--- src/rtl/uart_pkg.sv ---
// Shared constants, state encoding and register map for the UART register path.
package uart_pkg;

  localparam int ADDR_W = 3;
  localparam int DATA_W = 8;
  localparam int NREG   = 2 ** ADDR_W;

  typedef enum logic [1:0] {
    IDLE   = 2'd0,
    STROBE = 2'd1,
    WAIT   = 2'd2,
    DONE   = 2'd3
  } state_t;

  localparam logic [ADDR_W-1:0] TXD     = 3'd0;
  localparam logic [ADDR_W-1:0] RXD     = 3'd1;
  localparam logic [ADDR_W-1:0] BAUD_LO = 3'd2;
  localparam logic [ADDR_W-1:0] BAUD_HI = 3'd3;
  localparam logic [ADDR_W-1:0] CTRL    = 3'd4;
  localparam logic [ADDR_W-1:0] STAT    = 3'd5;

endpackage

--- src/rtl/uart_rr_pick2.sv ---
// Two-way round-robin picker: a lone request wins, a tie goes to the side that did not win last.
module uart_rr_pick2 (
  input  logic       req_a,
  input  logic       req_b,
  input  logic       last,   // 1 = B won most recently
  output logic [1:0] win     // {B, A}, at most one bit set
);

  // Pure combinational choice; last only matters on a tie.
  always_comb begin
    win = {req_b, req_a};
    if (req_a && req_b) begin
      win = last ? 2'b01 : 2'b10;
    end
  end

endmodule

--- src/rtl/uart_reg_arbiter.sv ---
// Arbitrates two requesters onto the UART register strobes with a 4-phase req/ack handshake.
module uart_reg_arbiter
  import uart_pkg::state_t;
  import uart_pkg::IDLE;
  import uart_pkg::STROBE;
  import uart_pkg::WAIT;
  import uart_pkg::DONE;
#(
  parameter int ADDR_W   = uart_pkg::ADDR_W,
  parameter int DATA_W   = uart_pkg::DATA_W,
  parameter int WAIT_CYC = 1
) (
  input  logic                   clk,
  input  logic                   reset_n,
  input  logic                   req_a,
  input  logic                   we_a,
  input  logic [ADDR_W-1:0]      addr_a,
  input  logic [DATA_W-1:0]      wdata_a,
  output logic                   ack_a,
  input  logic                   req_b,
  input  logic                   we_b,
  input  logic [ADDR_W-1:0]      addr_b,
  input  logic [DATA_W-1:0]      wdata_b,
  output logic                   ack_b,
  output logic [2**ADDR_W-1:0]   wr_stb,
  output logic [2**ADDR_W-1:0]   rd_stb,
  output logic [DATA_W-1:0]      bus_wdata,
  input  logic [DATA_W-1:0]      rdata_in,
  output logic [DATA_W-1:0]      rdata,
  output logic [1:0]             gnt,
  output logic                   busy
);

  localparam int NREG   = 2 ** ADDR_W;
  localparam int WCNT_W = 4;

  state_t              state, state_d;
  logic                last, last_d;
  logic                we_q, we_d;
  logic [WCNT_W-1:0]   wcnt, wcnt_d;
  logic [DATA_W-1:0]   wdata_d, rdata_d;
  logic [NREG-1:0]     wr_stb_d, rd_stb_d;
  logic [1:0]          gnt_d;
  logic                ack_a_d, ack_b_d;
  logic [1:0]          win;
  logic                sel_we;
  logic [ADDR_W-1:0]   sel_addr;
  logic [DATA_W-1:0]   sel_wdata;
  logic                owner_req;

  uart_rr_pick2 u_pick (
    .req_a (req_a),
    .req_b (req_b),
    .last  (last),
    .win   (win)
  );

  assign busy = (state != IDLE);

  // Next-state and next-output logic; strobes default low so they last one cycle.
  // The address is not kept separately: the registered strobe itself carries it.
  always_comb begin
    state_d   = state;
    last_d    = last;
    we_d      = we_q;
    wcnt_d    = wcnt;
    wdata_d   = bus_wdata;
    rdata_d   = rdata;
    gnt_d     = gnt;
    ack_a_d   = ack_a;
    ack_b_d   = ack_b;
    wr_stb_d  = '0;
    rd_stb_d  = '0;
    sel_we    = win[1] ? we_b    : we_a;
    sel_addr  = win[1] ? addr_b  : addr_a;
    sel_wdata = win[1] ? wdata_b : wdata_a;
    owner_req = gnt[1] ? req_b   : req_a;

    unique case (state)
      IDLE: begin
        if (|win) begin
          we_d    = sel_we;
          wdata_d = sel_wdata;
          gnt_d   = win;
          last_d  = win[1];
          if (sel_we) begin
            wr_stb_d = NREG'(1) << sel_addr;
          end else begin
            rd_stb_d = NREG'(1) << sel_addr;
          end
          state_d = STROBE;
        end
      end
      STROBE: begin
        if (WAIT_CYC == 0) begin
          if (!we_q) begin
            rdata_d = rdata_in;
          end
          ack_a_d = gnt[0];
          ack_b_d = gnt[1];
          state_d = DONE;
        end else begin
          wcnt_d  = WCNT_W'(WAIT_CYC);
          state_d = WAIT;
        end
      end
      WAIT: begin
        if (wcnt <= WCNT_W'(1)) begin
          if (!we_q) begin
            rdata_d = rdata_in;
          end
          wcnt_d  = '0;
          ack_a_d = gnt[0];
          ack_b_d = gnt[1];
          state_d = DONE;
        end else begin
          wcnt_d = wcnt - WCNT_W'(1);
        end
      end
      DONE: begin
        if (!owner_req) begin
          ack_a_d = 1'b0;
          ack_b_d = 1'b0;
          gnt_d   = '0;
          state_d = IDLE;
        end
      end
    endcase
  end

  // State and all outputs registered; reset cancels any in-flight strobe at once.
  always_ff @(posedge clk or negedge reset_n) begin
    if (!reset_n) begin
      state     <= IDLE;
      last      <= 1'b1;
      we_q      <= 1'b0;
      wcnt      <= '0;
      bus_wdata <= '0;
      rdata     <= '0;
      gnt       <= '0;
      ack_a     <= 1'b0;
      ack_b     <= 1'b0;
      wr_stb    <= '0;
      rd_stb    <= '0;
    end else begin
      state     <= state_d;
      last      <= last_d;
      we_q      <= we_d;
      wcnt      <= wcnt_d;
      bus_wdata <= wdata_d;
      rdata     <= rdata_d;
      gnt       <= gnt_d;
      ack_a     <= ack_a_d;
      ack_b     <= ack_b_d;
      wr_stb    <= wr_stb_d;
      rd_stb    <= rd_stb_d;
    end
  end

endmodule
--- config.mk ---
export PLATFORM = sky130hd
export DESIGN_NAME = uart_reg_arbiter
export DESIGN_NICKNAME = d
export VERILOG_FILES = /design/src/rtl/uart_pkg.sv /design/src/rtl/uart_rr_pick2.sv /design/src/rtl/uart_reg_arbiter.sv
export SDC_FILE = /design/constraint.sdc
export NUM_CORES = 1
export LEC_CHECK = 0
export BUFFER_PORTS_ARGS = -buffer_cell sky130_fd_sc_hd__buf_2
export CORE_ASPECT_RATIO = 0.5
export CORE_MARGIN = 1.5
export CORE_UTILIZATION = 42
export CTS_CLUSTER_SIZE = 8
export DETAILED_ROUTE_END_ITERATION = 10
export PLACE_DENSITY = 0.7
export RECOVER_POWER = 25
export REMOVE_ABC_BUFFERS = 1
export SLEW_MARGIN = 10
export SYNTH_ARGS = -nofsm -noshare
export SYNTH_HDL_FRONTEND = slang
export SYNTH_HIERARCHICAL = 1
export SYNTH_SLANG_ARGS = --single-unit
--- constraint.sdc ---
create_clock -name clk -period 3 [get_ports clk]
set_clock_uncertainty 0.15 [all_clocks]
set_input_delay 0.6 -clock clk [delete_from_list [all_inputs] [get_ports clk]]
set_output_delay 0.6 -clock clk [all_outputs]
set_load 0.03 [all_outputs]
==> flow_summary.toml <==
[outcome]
status = "completed"

[clock_tree]
cts_resized = 0
clock_sinks = 44
htreeDepth = 2
clockRootBuffer = "clkbuf_8"
cts_tree = "built"
cts_made_buffers = 5
cts_hold_buf = 0
clk_latency_ns = 0.30
ctsLongestPathBuffers = 2
cts_setup_buffers = 0
clk_pin_slew_ns = 0.08

[power]
seqPwrFrac_pct = 35.3
p_sw_share_pct = 40.5
switchingPower_mw = 1.01
powerDensity_nw_per_um2 = 998
intPower_mw = 1.49
leakagePower_nw = 1.29
comb_power_share_pct = 43.4
ir_drop_mv = 0.411
clkPwrFrac_pct = 21.3

[route]
first_pass_iters = 4
route.detailed.drc = 0
vias = 1596
vias_per_cell = 5.08
routed_wl_um = 4190
drtIter0Drc = 25
ant_nets = 0
avgRoutedWirePerCell_um = 13.3

[sta]
tns_ns = 0
rsz0062_at_grt = "no"
relSlewSlack_pct = 36.2
slew_viol_final = 0
fmax_mhz = 445
period_share_pct = 74.9
period_needed_ns = 2.25
hold_viol = 0
max_slew.worst_pin.slew_ns = 0.957
setup_violations = 0

[setup_path]
worstPathRequired_ns = 3.07
path_max_fanout = 6
crit_type = "reg2reg"
start_kind = "flip-flop"
arrival_ns = 2.32
end_kind = "flip-flop"

[placement]
hpwl_um = 3050
routabilityCongestion = 0.859
port_buffers = 72

[synth]
ys_warn_count = 6
synthCells = 180
synth-seq-cells = 44
synth_area_um2 = 1950
syn_avg_cell_area_um2 = 10.8
synth_seq_area_share_pct = 56.6
synthDistinctLibCells = 35

[die]
die_y_um = 51.1
start_util_pct = 44.0
die-area_um2 = 5080
fp.dieW_um = 99.3
ios = 73
floorplan.rows = 17
core-area_um2 = 4420

[layout]
fin_nets = 297
n_fill_cell = 413
area_delta_synth_final_pct = 28.7
final_core_util_pct = 56.6
drive_gt1_share_pct = 36.6
antenna_cells = 0

[global_route]
grt_pass1_vias = 1613
overflow = 0
groute.usage.overall_pct = 18.2
grt_max_degree = 45
grt_first_pass_wirelength_um = 7180
antenna_found_initial = 0

[worst_hold_path]
hold_class = "in2async"

[flow_run]
drv_cap = 0
## final cells by class
class / instances / area, um2 / area share (%)
Clock buffer: 6 / 72.6 / 2.90
Sequential cell: 44 / 1100 / 44.0
Timing Repair Buffer: 73 / 368 / 14.7
Tap cell: 57 / 71.3 / 2.85
Clock inverter: 2 / 60.1 / 2.40
Inverter: 10 / 37.5 / 1.50
Multi-Input combinational cell: 122 / 793 / 31.7
## through the flow
step | setup WS (ns) | hold WS (ns) | total power [mW] | area [um2] | cells
3_3_place_gp | 0.611 | 0.311 | 1.95 | 2370 | 306
3_5_place_dp | 0.470 | 0.325 | 1.98 | 2370 | 306
2_1_floorplan | -0.506 | 0.154 | 1.68 | 1930 | 176
6_report | 0.754 | 0.296 | 2.50 | 2500 | 314
5_1_grt | 0.522 | 0.360 | 2.67 | 2500 | 314
4_1_cts | 0.714 | 0.333 | 2.52 | 2500 | 314
## path summary, 6_finish.rpt
kind	from	to	slack, ns	cells after the start
max reg2reg	last$_DFFE_PN1P_	rd_stb[2]$_DFF_PN0_	0.75	6
min	reset_n	bus_wdata[6]$_DFFE_PN0P_	0.30	1
min in group clk	bus_wdata[1]$_DFFE_PN0P_	bus_wdata[1]$_DFFE_PN0P_	0.34	2
max	last$_DFFE_PN1P_	rd_stb[2]$_DFF_PN0_	0.75	6
max in group asynchronous	reset_n	rd_stb[4]$_DFF_PN0_	1.81	1
min reg2reg	bus_wdata[1]$_DFFE_PN0P_	bus_wdata[1]$_DFFE_PN0P_	0.34	2
## critical path, stage by stage, from the launching register on
cell and delay (ns):
dfstp_2 0.56, inv_1 0.05, a21boi_1 0.36, or3b_2 0.48
a21oi_1 0.26, nand2_1 0.18, nor2_1 0.13
## registers in the layout (all words and copies together), names as in the netlist
| name | flops |
|---|---|
| ack_a | 1 |
| ack_b | 1 |
| bus_wdata | 8 |
| gnt | 2 |
| last | 1 |
| rd_stb | 8 |
| rdata | 8 |
| state | 2 |
| wcnt | 4 |
| we_q | 1 |
| wr_stb | 8 |
## logic make-up after synthesis
logic type      Yosys count  synth area share (%)
compound gates           40                  12.9
buf+inv                  14                  2.83
fa+ha+maj                 5                  3.21
mux                      20                  10.9
simple gates             57                  13.5
flops                    44                  56.6
## metal layers
layer / global-route usage (%) / up-vias / routed length, um
met5: 0 / - / 0
met4: 6.34 / 0 / 30
met3: 3.97 / 5 / 166
met2: 31.6 / 37 / 2060
met1: 23.0 / 778 / 1930
li1: - / 776 / -
## Yosys cell counts (all sizes together)
library cell,instances,share of area [%]
a21boi,2,0.77
a21o,1,0.39
a21oi,5,1.3
a221oi,1,0.77
a22o,1,0.45
a22oi,2,0.77
a31oi,2,0.64
a32oi,1,0.45
and3,1,0.32
buf,3,0.71
clkbuf,1,0.19
dfrtp,43,55
dfstp,1,1.3
ha,5,3.2
inv,10,1.9
mux2,10,5.8
mux2i,10,5.1
nand2,18,3.5
nand2b,4,1.3
nand3,1,0.26
nand3b,1,0.39
nor2,23,4.4
nor2b,2,0.64
nor3,4,1.6
o21ai,20,5.1
o22ai,1,0.32
o2bb2ai,2,0.90
o32a,2,1.0
or2,2,0.64
or3b,1,0.45
## cell usage in the layout, fill, tap and decap left out, types with 2 or more instances in the layout
| master | Yosys | routed |
|---|---|---|
| bufinv_16 | 0 | 2 |
| o21ai_0 | 19 | 19 |
| or2_1 | 2 | 2 |
| buf_2 | 2 | 72 |
| o2bb2ai_1 | 2 | 2 |
| clkbuf_8 | 0 | 5 |
| mux2_2 | 9 | 9 |
| a22oi_1 | 2 | 2 |
| inv_1 | 10 | 10 |
| ha_1 | 5 | 5 |
| nand2_1 | 18 | 18 |
| nand2b_1 | 4 | 4 |
| o32a_1 | 2 | 2 |
| a21oi_1 | 5 | 5 |
| dfrtp_1 | 43 | 43 |
| nor2_1 | 23 | 23 |
| a31oi_1 | 2 | 2 |
| nor3_1 | 3 | 3 |
| mux2i_1 | 10 | 10 |
| nor2b_1 | 2 | 2 |
## power groups by stage
stage	Sequential (mW)	Clock [mW]	Combinational, mW
after floorplan	1.14	0	0.540
final	0.882	0.533	1.09
after global placement	0.889	0	1.07
after CTS	0.884	0.542	1.10
after detailed placement	0.894	0	1.09
after global routing	0.908	0.567	1.19
(Power assumes the default switching activity.)
